**src/rtl/multicycle_control.sv**
```systemverilog
// multicycle_control: sequences fetch/decode/execute/mem/writeback for the
// 8-bit four-register datapath and counts retired instructions.
module multicycle_control #(
  parameter int CNT_W = 16
) (
  input  logic             clk,
  input  logic             reset_n,
  input  logic [7:0]       instr,
  input  logic             mem_ready,
  input  logic             halt,
  output logic             mem_req,
  output logic             mem_we,
  output logic             iord,
  output logic             ir_write,
  output logic             pc_write,
  output logic             pc_src,
  output logic             alu_src_a,
  output logic [1:0]       alu_src_b,
  output logic             reg_write,
  output logic             reg_dst,
  output logic             mem_to_reg,
  output logic [2:0]       state,
  output logic [CNT_W-1:0] num_inst
);

  typedef enum logic [2:0] {
    S_IDLE = 3'd0,
    S_IF   = 3'd1,
    S_ID   = 3'd2,
    S_EX   = 3'd3,
    S_MEM  = 3'd4,
    S_WB   = 3'd5
  } state_t;

  typedef enum logic [1:0] {
    OP_ADD = 2'b00,
    OP_LW  = 2'b01,
    OP_SW  = 2'b10,
    OP_JMP = 2'b11
  } op_t;

  state_t           r_state;
  state_t           w_next;
  logic [CNT_W-1:0] r_cnt;
  op_t              w_op;
  logic             w_retire;

  logic             w_mem_req;
  logic             w_mem_we;
  logic             w_iord;
  logic             w_ir_write;
  logic             w_pc_write;
  logic             w_pc_src;
  logic             w_alu_src_a;
  logic [1:0]       w_alu_src_b;
  logic             w_reg_write;
  logic             w_reg_dst;
  logic             w_mem_to_reg;

  assign w_op = op_t'(instr[7:6]);

  always_ff @(posedge clk or negedge reset_n) begin
    if (!reset_n) begin
      r_state <= S_IDLE;
    end else begin
      r_state <= w_next;
    end
  end

  always_ff @(posedge clk or negedge reset_n) begin
    if (!reset_n) begin
      r_cnt <= '0;
    end else if (w_retire) begin
      r_cnt <= r_cnt + CNT_W'(1);
    end
  end

  always_comb begin
    w_next       = S_IDLE;
    w_retire     = 1'b0;
    w_mem_req    = 1'b0;
    w_mem_we     = 1'b0;
    w_iord       = 1'b0;
    w_ir_write   = 1'b0;
    w_pc_write   = 1'b0;
    w_pc_src     = 1'b0;
    w_alu_src_a  = 1'b0;
    w_alu_src_b  = 2'b00;
    w_reg_write  = 1'b0;
    w_reg_dst    = 1'b0;
    w_mem_to_reg = 1'b0;
    case (r_state)
      S_IDLE: begin
        w_next = halt ? S_IDLE : S_IF;
      end
      S_IF: begin
        w_mem_req   = 1'b1;
        w_alu_src_b = 2'b01;
        w_ir_write  = mem_ready;
        w_pc_write  = mem_ready;
        w_next      = mem_ready ? S_ID : S_IF;
      end
      S_ID: begin
        if (w_op == OP_JMP) begin
          w_pc_write = 1'b1;
          w_pc_src   = 1'b1;
          w_retire   = 1'b1;
        end else begin
          w_next = S_EX;
        end
      end
      S_EX: begin
        w_alu_src_a = 1'b1;
        if (w_op == OP_ADD) begin
          w_alu_src_b = 2'b00;
          w_next      = S_WB;
        end else begin
          w_alu_src_b = 2'b10;
          w_next      = S_MEM;
        end
      end
      S_MEM: begin
        w_mem_req = 1'b1;
        w_iord    = 1'b1;
        w_mem_we  = (w_op == OP_SW);
        w_next    = S_MEM;
        if (mem_ready) begin
          if (w_op == OP_SW) begin
            w_retire = 1'b1;
          end else begin
            w_next = S_WB;
          end
        end
      end
      S_WB: begin
        w_reg_write = 1'b1;
        w_retire    = 1'b1;
        if (w_op == OP_LW) begin
          w_mem_to_reg = 1'b1;
        end else begin
          w_reg_dst = 1'b1;
        end
      end
      default: begin
        w_next = S_IDLE;
      end
    endcase
    // retire is the only boundary where halt is honoured mid-stream
    if (w_retire) begin
      w_next = halt ? S_IDLE : S_IF;
    end
  end

  assign mem_req    = w_mem_req;
  assign mem_we     = w_mem_we;
  assign iord       = w_iord;
  assign ir_write   = w_ir_write;
  assign pc_write   = w_pc_write;
  assign pc_src     = w_pc_src;
  assign alu_src_a  = w_alu_src_a;
  assign alu_src_b  = w_alu_src_b;
  assign reg_write  = w_reg_write;
  assign reg_dst    = w_reg_dst;
  assign mem_to_reg = w_mem_to_reg;
  assign state      = r_state;
  assign num_inst   = r_cnt;

endmodule

```
**config.mk**
```make
export PLATFORM = sky130hd
export DESIGN_NAME = multicycle_control
export DESIGN_NICKNAME = d
export VERILOG_FILES = /design/src/rtl/multicycle_control.sv
export SDC_FILE = /design/constraint.sdc
export NUM_CORES = 1
export LEC_CHECK = 0
export ABC_CLOCK_PERIOD_IN_PS = 4390
export BUFFER_PORTS_ARGS = -buffer_cell sky130_fd_sc_hd__buf_4
export CORE_MARGIN = 1
export CORE_UTILIZATION = 30
export CTS_CLUSTER_DIAMETER = 200
export DETAILED_ROUTE_END_ITERATION = 12
export GPL_ROUTABILITY_DRIVEN = 0
export PLACE_DENSITY = 0.56
export SYNTH_ARGS = -nofsm -noshare
export SYNTH_HDL_FRONTEND = slang
export SYNTH_SLANG_ARGS = --single-unit
export TNS_END_PERCENT = 5
```
**constraint.sdc**
```tcl
create_clock -name clk -period 4.39 [get_ports clk]
set_clock_uncertainty 0.05 [all_clocks]
set_input_delay 0.878 -clock clk [delete_from_list [all_inputs] [get_ports clk]]
set_output_delay 0.878 -clock clk [all_outputs]
set_load 0.02 [all_outputs]
```
==> flow_results.org <==
** Status
- Run status :: completed

** GRT
- All-layer global routing usage :: 12.98%
- The via count of the first global-routing pass was 883.
- First-pass GRT wire length :: 4.153 mm
- Initial antenna violation count :: 0
- Total congestion overflow after global routing :: 0
- Pin count of the biggest net entering global routing :: 20

** Timing
- Timing would allow up to 0.3810 GHz.
- Final Setup Violations :: 0
- The max-slew violation count is 0.
- Final hold slack :: 0.4166 ns
- The smallest clock period supported by the final layout is computed as 2.625 ns.
- Setup repair after global routing missed its margin :: no
- Setup total negative slack on the finished layout was measured at 0 ns.
- At the pin with the least slew margin, the transition time is 0.5800 ns.
- Fin. Hold Viols :: 0
- Measured against its own limit, the worst slew margin works out to 61.19%.
- Share of the clock period used by the worst path after layout :: 59.79%

** Finish
- Of the cells placed in the final design, the portion with a size suffix greater than 1 is 38.46%.
- At the end of the flow the core is filled with cells to 40.67%.
- Filler instances :: 377
- With fillers left out, the area of the finished cells amounts to 0.001500 mm2.
- ANT cells :: 0
- Final layout net count :: 157
- Area growth from synthesis to layout :: 29.34%
- Commonest non-fill, non-tap cells in the layout :: buf_4, dfrtp_1, xor2_1
- Most frequent standard cell in the layout excluding fill and tap cells :: buf_4

** Clock tree
- The root buffer cell chosen for the clock tree is clkbuf_8.
- Number of cells upsized or downsized after cts :: 0
- CTS saw 19 sinks.
- H-tree depth reported by CTS :: 1
- Clock-pin slew was measured on the worst setup and hold paths at 0.07 ns.
- At the later pin of the worst-skew pair, clock insertion delay measures 0.25 ns.
- In this run the deepest clock path goes through 2 buffers.
- The number of setup buffers added after CTS is 0.
- CTS Hold Bufs :: 0
- CTS tree :: built
- Counting the buffers created by CTS gives 3.

** Logic synthesis
- After synthesis, the netlist uses 35 different library cells.
- In the post-synthesis netlist, the biggest area contributors are dfrtp_1, xor2_1, a2111oi_2.
- Synth Instances :: 107
- Area of the mapped netlist :: 0.001160 mm2
- Predominant post-synthesis flop cell :: dfrtp_1
- During synthesis, Yosys emitted a total of 0 warnings.
- Post-synth top area share :: 40.99%
- Dividing the synthesized area by the synthesized cell count gives 10.84 um2.
- Synthesis inferred 19 register bits.
- When the netlist entered floorplanning its net count stood at 120.
- Summed over all instances, the cell type with the most area after synthesis is dfrtp_1.
- In the synthesized netlist the async set-or-reset flop fraction comes to 100.0%.
- Number of enable-type register cells in the synthesized netlist :: 0
- Sequential elements use 40.99% of the synthesized area.

** Route
- In the routed design, unresolved DRC markers number 0.
- DRT Pass-1 Iters :: 4
- Number of violations reported at the end of detailed-routing iteration 0 :: 15
- Final WL :: 2.487 mm
- Across all layers, the routed design uses 945 vias.
- After detailed routing, the number of vias per cell comes to 4.948.
- Wirelength per Cell :: 13.02 um
- Once detail routing completed, the nets flagged for antenna violations numbered 0.

** Die
- Number of core rows :: 22
- Measured along the y axis, the die boundary spans 64.18 um.
- The core region is 0.003689 mm2.
- Initial Utilization :: 31.45%
- I/O pins :: 43
- Die extent in x :: 64.18 um
- The die covers 0.004119 mm2.

** Worst setup path
- STA puts the critical path data arrival time at 1.70 ns.
- Crit path required time :: 3.46 ns
- The worst setup path is launched from an input pin.
- Type of the worst setup path :: input pin to output port
- Crit Path Max Fanout :: 18
- Critical path endpoint category :: output port

** Run
- The tool flagged a number of max-cap violations equal to 0.

** Worst hold path
- The tightest min-delay check is of the flip-flop to flip-flop type.

** Power
- Pwr per Cell Area :: 493.2 mW/mm2
- Worst VDD drop :: 163.0 uV
- For this design the static power due to leakage is 0.7797 nW.

** Placement
- Post-detailed-placement half-perimeter wirelength :: 1.824 mm
- Input and output buffers added on the ports amount to 36.
- Dpl cell area :: 0.001455 mm2
cells by family after synthesis:
kind of cell	Yosys count	synth area share [%]
simple gates	37	20.71
compound gates	23	19.31
flops	19	40.99
xor+xnor	15	11.33
fa+ha+maj	1	1.079
mux	1	1.294
buf+inv	11	5.286
worst max-delay path: stages:
cell and delay [ns]:
buf_4 0.13, nand4b_4 0.34, nand2b_1 0.19, buf_4 0.16
registers in the layout, summed over array words and instances (netlist names):
name      cells
num_inst     16
state         3
path summary, 6_finish.rpt:
| kind | slack (ns) | to | cells after the start | startpoint |
|---|---|---|---|---|
| setup / recovery | 1.77 | pc_write | 4 | instr[6] |
| setup reg to reg | 2.56 | num_inst[10] | 4 | state[2] |
| hold / removal | 0.42 | num_inst[15] | 1 | num_inst[15] |
| min in group asynchronous | 0.44 | num_inst[15] | 1 | reset_n |
| max in group asynchronous | 3.65 | num_inst[9] | 1 | reset_n |
| hold reg to reg | 0.42 | num_inst[15] | 1 | num_inst[15] |
power breakdown:
| part | internal, mW | total (mW) | switching, mW |
|---|---|---|---|
| sequential | 0.207 | 0.270 | 0.0634 |
| clock | 0.0644 | 0.120 | 0.0553 |
| combinational | 0.162 | 0.350 | 0.188 |
cell type report:
type | count | area, um2 | area share [%]
multi-input combinational | 77 | 623.1 | 41.53
sequential | 19 | 475.5 | 31.69
timing repair buffer | 36 | 270.3 | 18.01
tap | 48 | 60.06 | 4.003
clock buffer | 4 | 45.04 | 3.002
inverter | 7 | 26.28 | 1.751
per-stage QoR:
stage	setup slack [ns]	instances	power [mW]
finish	1.765	191	0.7399
global route	1.687	191	0.7883
CTS	1.742	191	0.7516
detailed placement	1.742	187	0.6267
global placement	1.766	187	0.6206
floorplan	1.865	107	0.4946
per-layer routing:
layer	vias to the layer above	routed length, um	track usage [%]	part of all wire (%)
li1	452	-	-	-
met1	465	1165	16.32	47
met2	26	1187	21.54	48
met3	2	116	3.929	4.7
met4	0	19	3.333	0.76
met5	-	0	0	0
synth_stat cells (2+ instances only):
library cell / instances
nand2_1: 6
and3_1: 3
xnor2_1: 3
xor2_1: 12
nor3_1: 2
a2111oi_2: 6
buf_6: 2
dfrtp_1: 19
and2_1: 2
and2b_1: 2
nand2b_1: 2
a211oi_2: 3
inv_1: 7
nor2_1: 4
nand3_1: 7
a21oi_1: 8
No activity file was read; power rests on OpenSTA's default activity.
